`src/rtl/uart_rx_deserializer_if.sv`:
```
// Receive-side signal bundle between the UART clock generator / serial pin
// and the CSR block: oversample tick, serial line, and deserialised byte outputs.
interface uart_rx_deserializer_if;
  logic       sck_rising_edge;
  logic       sin;
  logic       busy;
  logic       rx_data_valid;
  logic [7:0] rx_data;
  logic       error;

  modport master (
    output sck_rising_edge,
    output sin,
    input  busy,
    input  rx_data_valid,
    input  rx_data,
    input  error
  );

  modport slave (
    input  sck_rising_edge,
    input  sin,
    output busy,
    output rx_data_valid,
    output rx_data,
    output error
  );
endinterface

```
`src/rtl/uart_rx_deserializer.sv`:
```
// UART 8N1 receiver: two-flop synchroniser, start detection, 2-of-3 mid-bit
// majority sampling on the oversample tick, and one-cycle valid/error pulses.
module uart_rx_deserializer #(
  parameter int unsigned OVERSAMPLE = 16
) (
  input logic                   clk,
  input logic                   rst_n,
  uart_rx_deserializer_if.slave rx
);

  localparam int unsigned CntW = (OVERSAMPLE > 1) ? $clog2(OVERSAMPLE) : 1;
  localparam logic [CntW-1:0] CntLast = CntW'(OVERSAMPLE - 1);
  localparam logic [CntW-1:0] CntS0   = CntW'(OVERSAMPLE / 2 - 1);
  localparam logic [CntW-1:0] CntS1   = CntW'(OVERSAMPLE / 2);
  localparam logic [CntW-1:0] CntS2   = CntW'(OVERSAMPLE / 2 + 1);

  typedef enum logic [2:0] {StIdle, StStart, StData, StStop, StWaitIdle} state_e;

  state_e          state_q;
  logic [1:0]      sync_q;
  logic [CntW-1:0] cnt_q;
  logic [CntW-1:0] cnt_nxt;
  logic [2:0]      bitn_q;
  logic [7:0]      shift_q;
  logic [7:0]      rx_data_q;
  logic            samp0_q, samp1_q;
  logic            busy_q, valid_q, error_q;
  logic            sin_s, tick, at_s0, at_s1, at_decide, at_wrap, vote, running;

  always_ff @(posedge clk or negedge rst_n) begin
    if (!rst_n) begin
      sync_q <= 2'b11;
    end else begin
      sync_q <= {sync_q[0], rx.sin};
    end
  end

  assign sin_s     = sync_q[1];
  assign tick      = rx.sck_rising_edge;
  assign at_s0     = tick && (cnt_q == CntS0);
  assign at_s1     = tick && (cnt_q == CntS1);
  assign at_decide = tick && (cnt_q == CntS2);
  assign at_wrap   = tick && (cnt_q == CntLast);
  assign cnt_nxt   = at_wrap ? '0 : cnt_q + CntW'(1);
  assign running   = (state_q == StStart) || (state_q == StData) || (state_q == StStop);
  // Third sample is taken live from sin_s on the deciding edge.
  assign vote      = (samp0_q & samp1_q) | (samp0_q & sin_s) | (samp1_q & sin_s);

  always_ff @(posedge clk or negedge rst_n) begin
    if (!rst_n) begin
      state_q   <= StIdle;
      cnt_q     <= '0;
      bitn_q    <= '0;
      shift_q   <= '0;
      rx_data_q <= '0;
      samp0_q   <= 1'b1;
      samp1_q   <= 1'b1;
      busy_q    <= 1'b0;
      valid_q   <= 1'b0;
      error_q   <= 1'b0;
    end else begin
      valid_q <= 1'b0;
      error_q <= 1'b0;
      if (running && tick) begin
        cnt_q <= cnt_nxt;
        if (at_s0) samp0_q <= sin_s;
        if (at_s1) samp1_q <= sin_s;
      end
      unique case (state_q)
        StIdle: begin
          if (!sin_s) begin
            state_q <= StStart;
            busy_q  <= 1'b1;
            cnt_q   <= '0;
          end
        end
        StStart: begin
          if (at_decide && vote) begin
            state_q <= StIdle;
            busy_q  <= 1'b0;
          end else if (at_wrap) begin
            state_q <= StData;
            bitn_q  <= '0;
          end
        end
        StData: begin
          if (at_decide) shift_q[bitn_q] <= vote;
          if (at_wrap) begin
            if (bitn_q == 3'd7) state_q <= StStop;
            else                bitn_q  <= bitn_q + 3'd1;
          end
        end
        StStop: begin
          // Leave at mid-bit so a back-to-back start edge is not missed.
          if (at_decide) begin
            if (vote) begin
              rx_data_q <= shift_q;
              valid_q   <= 1'b1;
              state_q   <= StIdle;
              busy_q    <= 1'b0;
            end else begin
              error_q <= 1'b1;
              state_q <= StWaitIdle;
            end
          end
        end
        StWaitIdle: begin
          if (sin_s) begin
            state_q <= StIdle;
            busy_q  <= 1'b0;
          end
        end
        default: begin
          state_q <= StIdle;
          busy_q  <= 1'b0;
        end
      endcase
    end
  end

  assign rx.busy          = busy_q;
  assign rx.rx_data_valid = valid_q;
  assign rx.rx_data       = rx_data_q;
  assign rx.error         = error_q;

endmodule

```
`src/flat_wrapper.sv`:
```
// flat-port wrapper written by rule: the top's interface ports become plain ports
module uart_rx_deserializer_flat 
#(
  parameter int unsigned OVERSAMPLE = 16
)
  (clk, rst_n, rx_sck_rising_edge, rx_sin, rx_busy, rx_rx_data_valid, rx_rx_data, rx_error);
  uart_rx_deserializer_if rx_i ();
  input logic clk;
  input logic rst_n;
  input wire logic [$bits(rx_i.sck_rising_edge)-1:0] rx_sck_rising_edge;
  input wire logic [$bits(rx_i.sin)-1:0] rx_sin;
  output wire logic [$bits(rx_i.busy)-1:0] rx_busy;
  output wire logic [$bits(rx_i.rx_data_valid)-1:0] rx_rx_data_valid;
  output wire logic [$bits(rx_i.rx_data)-1:0] rx_rx_data;
  output wire logic [$bits(rx_i.error)-1:0] rx_error;
  assign rx_i.sck_rising_edge = rx_sck_rising_edge;
  assign rx_i.sin = rx_sin;
  assign rx_busy = rx_i.busy;
  assign rx_rx_data_valid = rx_i.rx_data_valid;
  assign rx_rx_data = rx_i.rx_data;
  assign rx_error = rx_i.error;
  uart_rx_deserializer #(.OVERSAMPLE(OVERSAMPLE)) u_core (.clk(clk), .rst_n(rst_n), .rx(rx_i));
endmodule
```
`config.mk`:
```
export PLATFORM = sky130hd
export DESIGN_NAME = uart_rx_deserializer_flat
export DESIGN_NICKNAME = d
export VERILOG_FILES = /design/src/rtl/uart_rx_deserializer_if.sv /design/src/rtl/uart_rx_deserializer.sv /design/src/flat_wrapper.sv
export SDC_FILE = /design/constraint.sdc
export NUM_CORES = 1
export LEC_CHECK = 0
export ABC_AREA = 1
export CAP_MARGIN = 20
export CORE_MARGIN = 3
export CORE_UTILIZATION = 45
export CTS_CLUSTER_SIZE = 28
export DETAILED_ROUTE_END_ITERATION = 8
export PLACE_DENSITY = 0.69
export SLEW_MARGIN = 20
export SYNTH_ARGS = -nofsm -noshare
export SYNTH_HDL_FRONTEND = slang
export SYNTH_SLANG_ARGS = --single-unit
```
`constraint.sdc`:
```
create_clock -name clk -period 1.5 [get_ports clk]
set_input_delay 0.15 -clock clk [delete_from_list [all_inputs] [get_ports clk]]
set_output_delay 0.15 -clock clk [all_outputs]
set_load 0.01 [all_outputs]
```
After elaboration in Yosys (flattened, before gate mapping). Index checks and enable logic that the tools add are counted. Widths: inputs -> output; s select.

Register bits: 33. Input port bits: 4. Output and inout port bits: 11. Word-level logic and storage cells: 92.

Add/sub/neg operators: 2. Magnitude comparators: 2. Eq/ne operators: 20. Multiplexer cells: 33. Bitwise gates (word level): 6. Reduce and logical (&&, ||, !) cells: 18.

Operators by type and width (number): $mux 3 (12); $mux 4 (4); $pmux 3 s5 (1); $eq 4x4->1 const B (3); $mux 1 (12); $reduce_and 6->1 (2); $ne 2x1->1 const B (5); $ne 2x2->1 const B (5); $bwmux 8 (1); $logic_and 1x1->1 (7); $eq 3x2->1 const B (2); $eq 3x3->1 const B (2); $pmux 3 s2 (1); $reduce_and 2->1 (3); $pmux 1 s5 (1); $reduce_and 5->1 (1); $add 4x1->4 const B (1); $eq 4x3->1 const B (1); $lt 3x4->1 const B (1); $add 3x1->3 const B (1); $and 1x1->1 (3); $demux 1 s3 (1); $eq 3x1->1 const B (1); $ge 3x1->1 const B (1); 7 further kinds (9).

Depth between registers and ports, before layout. Gate-level depths: netlist of the first run.

Word-level depth: 7. Mapped depth: 9. Gate-level depth less buffers: 9.

Worst setup path before layout of the first run. No wires, ideal clock.

Path kind: reg-to-reg. Start point: register u_core.bitn_q[0]. End point: register u_core.bitn_q[1]. Library setup time: 0.126 ns. Data arrival time: 1.254 ns. Data required time: 1.374 ns. Slack: 0.120 ns. Stages on the path, launching flop included: 9. Path buffers: 0. Period minus slack after synthesis: 1.380 ns. Path through: dfrtp_1 -> ha_1 -> ha_1 -> nor2_2 -> inv_1 -> nand2_1 -> nand2_1 -> inv_1 -> o21ai_0.

Word-level cells in the longest chain between the ends: 4. Elaborated cells between the ends (all ways): 7. Those cells by class: add/sub (1); eq/ne (2); mux (3); reduce/logical (1).

RTL lines: start: declaration (RTL line uart_rx_deserializer.sv:23) `logic [2:0] bitn_q;`; start signal: assignment (RTL line uart_rx_deserializer.sv:90) `else bitn_q <= bitn_q + 3'd1;`; $add 3x1->3 (RTL line uart_rx_deserializer.sv:90); $mux 3 (RTL line uart_rx_deserializer.sv:89) `if (bitn_q == 3'd7) state_q <= StStop;`; $mux 3 (RTL line uart_rx_deserializer.sv:88) `if (at_wrap) begin`; $pmux 3 s2 (RTL line uart_rx_deserializer.sv:69) `unique case (state_q)`.

Several ways; a longest one is shown, not always the timed one. The select of a mux whose other input is x is not followed. A chain may end at the register's enable or synchronous reset.

Final worst setup path of the first run.
Start point: register u_core.bitn_q[0]. End point: register u_core.bitn_q[2].

The elaborated chain is that of the path after synthesis.

==> results of run 1 <==
==> sequential cells by signal, summed over array words and instances, names as in the netlist <==
name                     cells
u_core.rx.rx_data_valid      1
u_core.shift_q               8
u_core.rx.rx_data            8
u_core.cnt_q                 4
u_core.sync_q                2
u_core.state_q               3
u_core.samp1_q               1
u_core.rx.error              1
u_core.bitn_q                3
u_core.rx.busy               1
u_core.samp0_q               1
==> per-layer routing <==
layer / track usage [%] / wire length [um] / vias up / part of all wire, %
met1: 22.6 / 1610 / 607 / 50
met4: 5.08 / 36 / 0 / 1.1
met2: 25.8 / 1450 / 19 / 45
met5: 0 / 0 / - / 0
met3: 5.61 / 120 / 6 / 3.7
li1: - / - / 675 / -
==> cells by family after synthesis <==
family	after synthesis
buf+inv	24
flops	33
simple gates	102
fa+ha+maj	5
compound gates	27
==> Yosys cell counts <==
| master | count | share of area, % |
|---|---|---|
| o32ai_1 | 1 | 0.54 |
| nor3_2 | 1 | 0.62 |
| nor2_4 | 1 | 0.70 |
| dfstp_2 | 4 | 6.5 |
| inv_2 | 4 | 0.93 |
| ha_1 | 5 | 3.9 |
| nor3_1 | 3 | 0.93 |
| nor2_1 | 12 | 2.8 |
| nand3_1 | 16 | 4.9 |
| o21ai_0 | 16 | 4.9 |
| inv_1 | 20 | 4.6 |
| nand2_2 | 2 | 0.77 |
| nand2_1 | 54 | 13 |
| nand4_1 | 4 | 1.5 |
| dfrtp_1 | 29 | 45 |
| nand2_4 | 1 | 0.70 |
| nand3_2 | 1 | 0.62 |
| nor2_8 | 1 | 1.2 |
| nor2_2 | 5 | 1.9 |
| nand4_4 | 1 | 1.3 |
| a21oi_1 | 2 | 0.62 |
| o21ai_1 | 8 | 2.5 |
==> area by class of cell <==
cell class | count | area (um^2) | area share (%)
Sequential cell | 33 | 832 | 42.4
Inverter | 24 | 90.1 | 4.59
Multi-Input combinational cell | 134 | 729 | 37.1
Timing Repair Buffer | 22 | 200 | 10.2
Clock inverter | 3 | 17.5 | 0.892
Tap cell | 46 | 57.6 | 2.93
Clock buffer | 5 | 37.5 | 1.91
==> layout by cell type, fill, tap and decap left out, drive strengths merged, types with 8 or more instances in the layout <==
| cell type | n |
|---|---|
| nand3 | 17 |
| dfrtp | 29 |
| o21ai | 24 |
| nor2 | 19 |
| nand2 | 57 |
| clkdlybuf4s50 | 14 |
| inv | 24 |
| buf | 8 |
==> worst register-to-register path, stage by stage (launching register included) <==
cell	delay (ns)
dfrtp_1	0.40
ha_1	0.21
ha_1	0.20
nor2_2	0.13
inv_1	0.06
nand2_2	0.08
nand2_2	0.06
inv_1	0.08
o21ai_0	0.08
==> repair_timing <==
item | in CTS | in global routing
gates resized for setup | 1 | 12
endpoints found under the setup margin | 1 | 22
pin swaps | 0 | 4
setup buffers | 0 | 4
==> worst max-delay path by stage <==
stage                                 startpoint                               end  slack (ns)  cells after the start
finish              u_core.bitn_q[0]$_DFFE_PN0P_      u_core.bitn_q[2]$_DFFE_PN0P_        0.09                      8
global route        u_core.bitn_q[0]$_DFFE_PN0P_      u_core.bitn_q[2]$_DFFE_PN0P_       -0.01                      8
CTS                    u_core.cnt_q[1]$_DFF_PN0_  u_core.rx.rx_data[1]$_DFFE_PN0P_        0.01                      7
detailed placement            rx_sck_rising_edge         u_core.cnt_q[3]$_DFF_PN0_       -0.04                      5
global placement              rx_sck_rising_edge        u_core.rx.busy$_DFFE_PN0P_        0.03                      8
floorplan           u_core.bitn_q[0]$_DFFE_PN0P_      u_core.bitn_q[1]$_DFFE_PN0P_        0.12                      8
==> metrics by stage <==
stage / hold WS [ns] / cells / utilization, % / setup slack [ns]
after global routing: 0.187 / 267 / 58.0 / -0.00958
after floorplan: -0.146 / 191 / - / 0.120
after global placement: 0.345 / 255 / 54.4 / 0.0267
final: 0.202 / 267 / 58.0 / 0.0885
after detailed placement: 0.351 / 255 / 54.4 / -0.0427
after CTS: 0.203 / 263 / 56.1 / 0.0112
==> power breakdown <==
group / internal, mW / switching (mW) / total [mW]
logic: 0.325 / 0.572 / 0.897
clock network: 0.176 / 0.310 / 0.487
registers: 1.04 / 0.131 / 1.17
==> reports/results.ini, run 1 <==
[floorplanning]
start_util_pct = 47.7
dieArea_um2 = 4350
dieHeight_um = 66.0
rows = 21
coreArea_um2 = 3390
die_w_um = 66.0
io_pins = 15

[critical_path]
ff2ff_setup_slack_ns = 0.09
cp.arrival_ns = 1.64
critPathKind = reg2reg
r2r-end = u_core.bitn_q[2]$_DFFE_PN0P_
worstPathRequired_ns = 1.73
critPathBufInv = 2
worstPathCellList = ha_1, ha_1, nor2_2, inv_1, nand2_2, nand2_2, inv_1, o21ai_0
r2r_cells = 8
cp-start-kind = register
critical-path-slowest-cell = dfrtp_1
cp_slowest_stage_delay_ns = 0.40
critPathTopFamily = adder cells
cp_max_fo = 3
r2r_start = u_core.bitn_q[0]$_DFFE_PN0P_
cp-end-kind = register

[power_and_ir_drop]
power_leakage_nw = 0.982
p_total_mw = 2.56
p_per_area_nw_per_um2 = 1300
ir_drop_uv = 605

[drt]
drt_wl_total_mm = 3.22
vias = 1307
drc = 0
viasPerCell = 4.90
drt_iter0_drc = 73
drtAntennaViolNets = 0
dr.pass1.iters = 4
wl_per_cell_um = 12.0

[clocking]
insertion_delay_ns = 0.34
cts_buffers = 5
root_buffer = clkbuf_4
htree_levels = 2
cts.sinks = 33
cts_max_path_buffers = 2
cts_tree = built
hold_buffers = 0
clkTransAtPathRegs_ns = 0.11

[sta]
slew_headroom_pct = 72.9
setup_viol = 0
maxSlewViolCount = 0
finalCritPeriodShare_pct = 94.1
tightestPinTransition_ns = 0.406
fmax_ghz = 0.708
fin_worst_skew_ns = 0.00727
hold_viol = 0
setup-tns-final_ns = 0
min_period_ns = 1.41

[global_routing]
grt_antenna_before_repair = 0
grt_max_degree = 34
overflow = 0
grt_pass1_vias = 1253
grt_use_total_pct = 16.8
grt_pass1_wl_mm = 5.53

[yosys]
synth-compound-area-share_pct = 8.58
yosys.area_share.xor_xnor_pct = 0
synth_area_um2 = 1620
synth_fa_ha_area_share_pct = 3.87
synth.mux.area_fraction_pct = 0
synth_nets = 200
ys_types = 22
ys_ff_latch = 33
ys_warn_count = 0
synthCells = 191
seq_area_frac_synth_pct = 51.4
synth_top_family_by_area = simple AND/OR/NAND/NOR gates
synth-simple-area-share_pct = 30.6
avgSynthCellArea_um2 = 8.47

[cells_and_area]
nNetsFinal = 229
fin_area_um2 = 1960
syn2layout_area_growth_pct = 21.4
drive_gt1_share_pct = 20.4
n_fill_cell = 297
antenna_cells = 0

[hold_path]
hp-class = in2async

[run_status]
status = completed

[flow_run]
drv_cap = 0

[placed_design]
dp_hpwl_mm = 2.32
numPortBuffers = 14
place_area_um2 = 1850
gp_congestion = 0.858

Power figures use the tool's default switching activity.
==> run 2, diff against run 1 <==
SLEW_MARGIN = default   (was 20)
==> results of run 2 <==
Same layout as run 1: the final DEF is identical, and so are final timing and power.
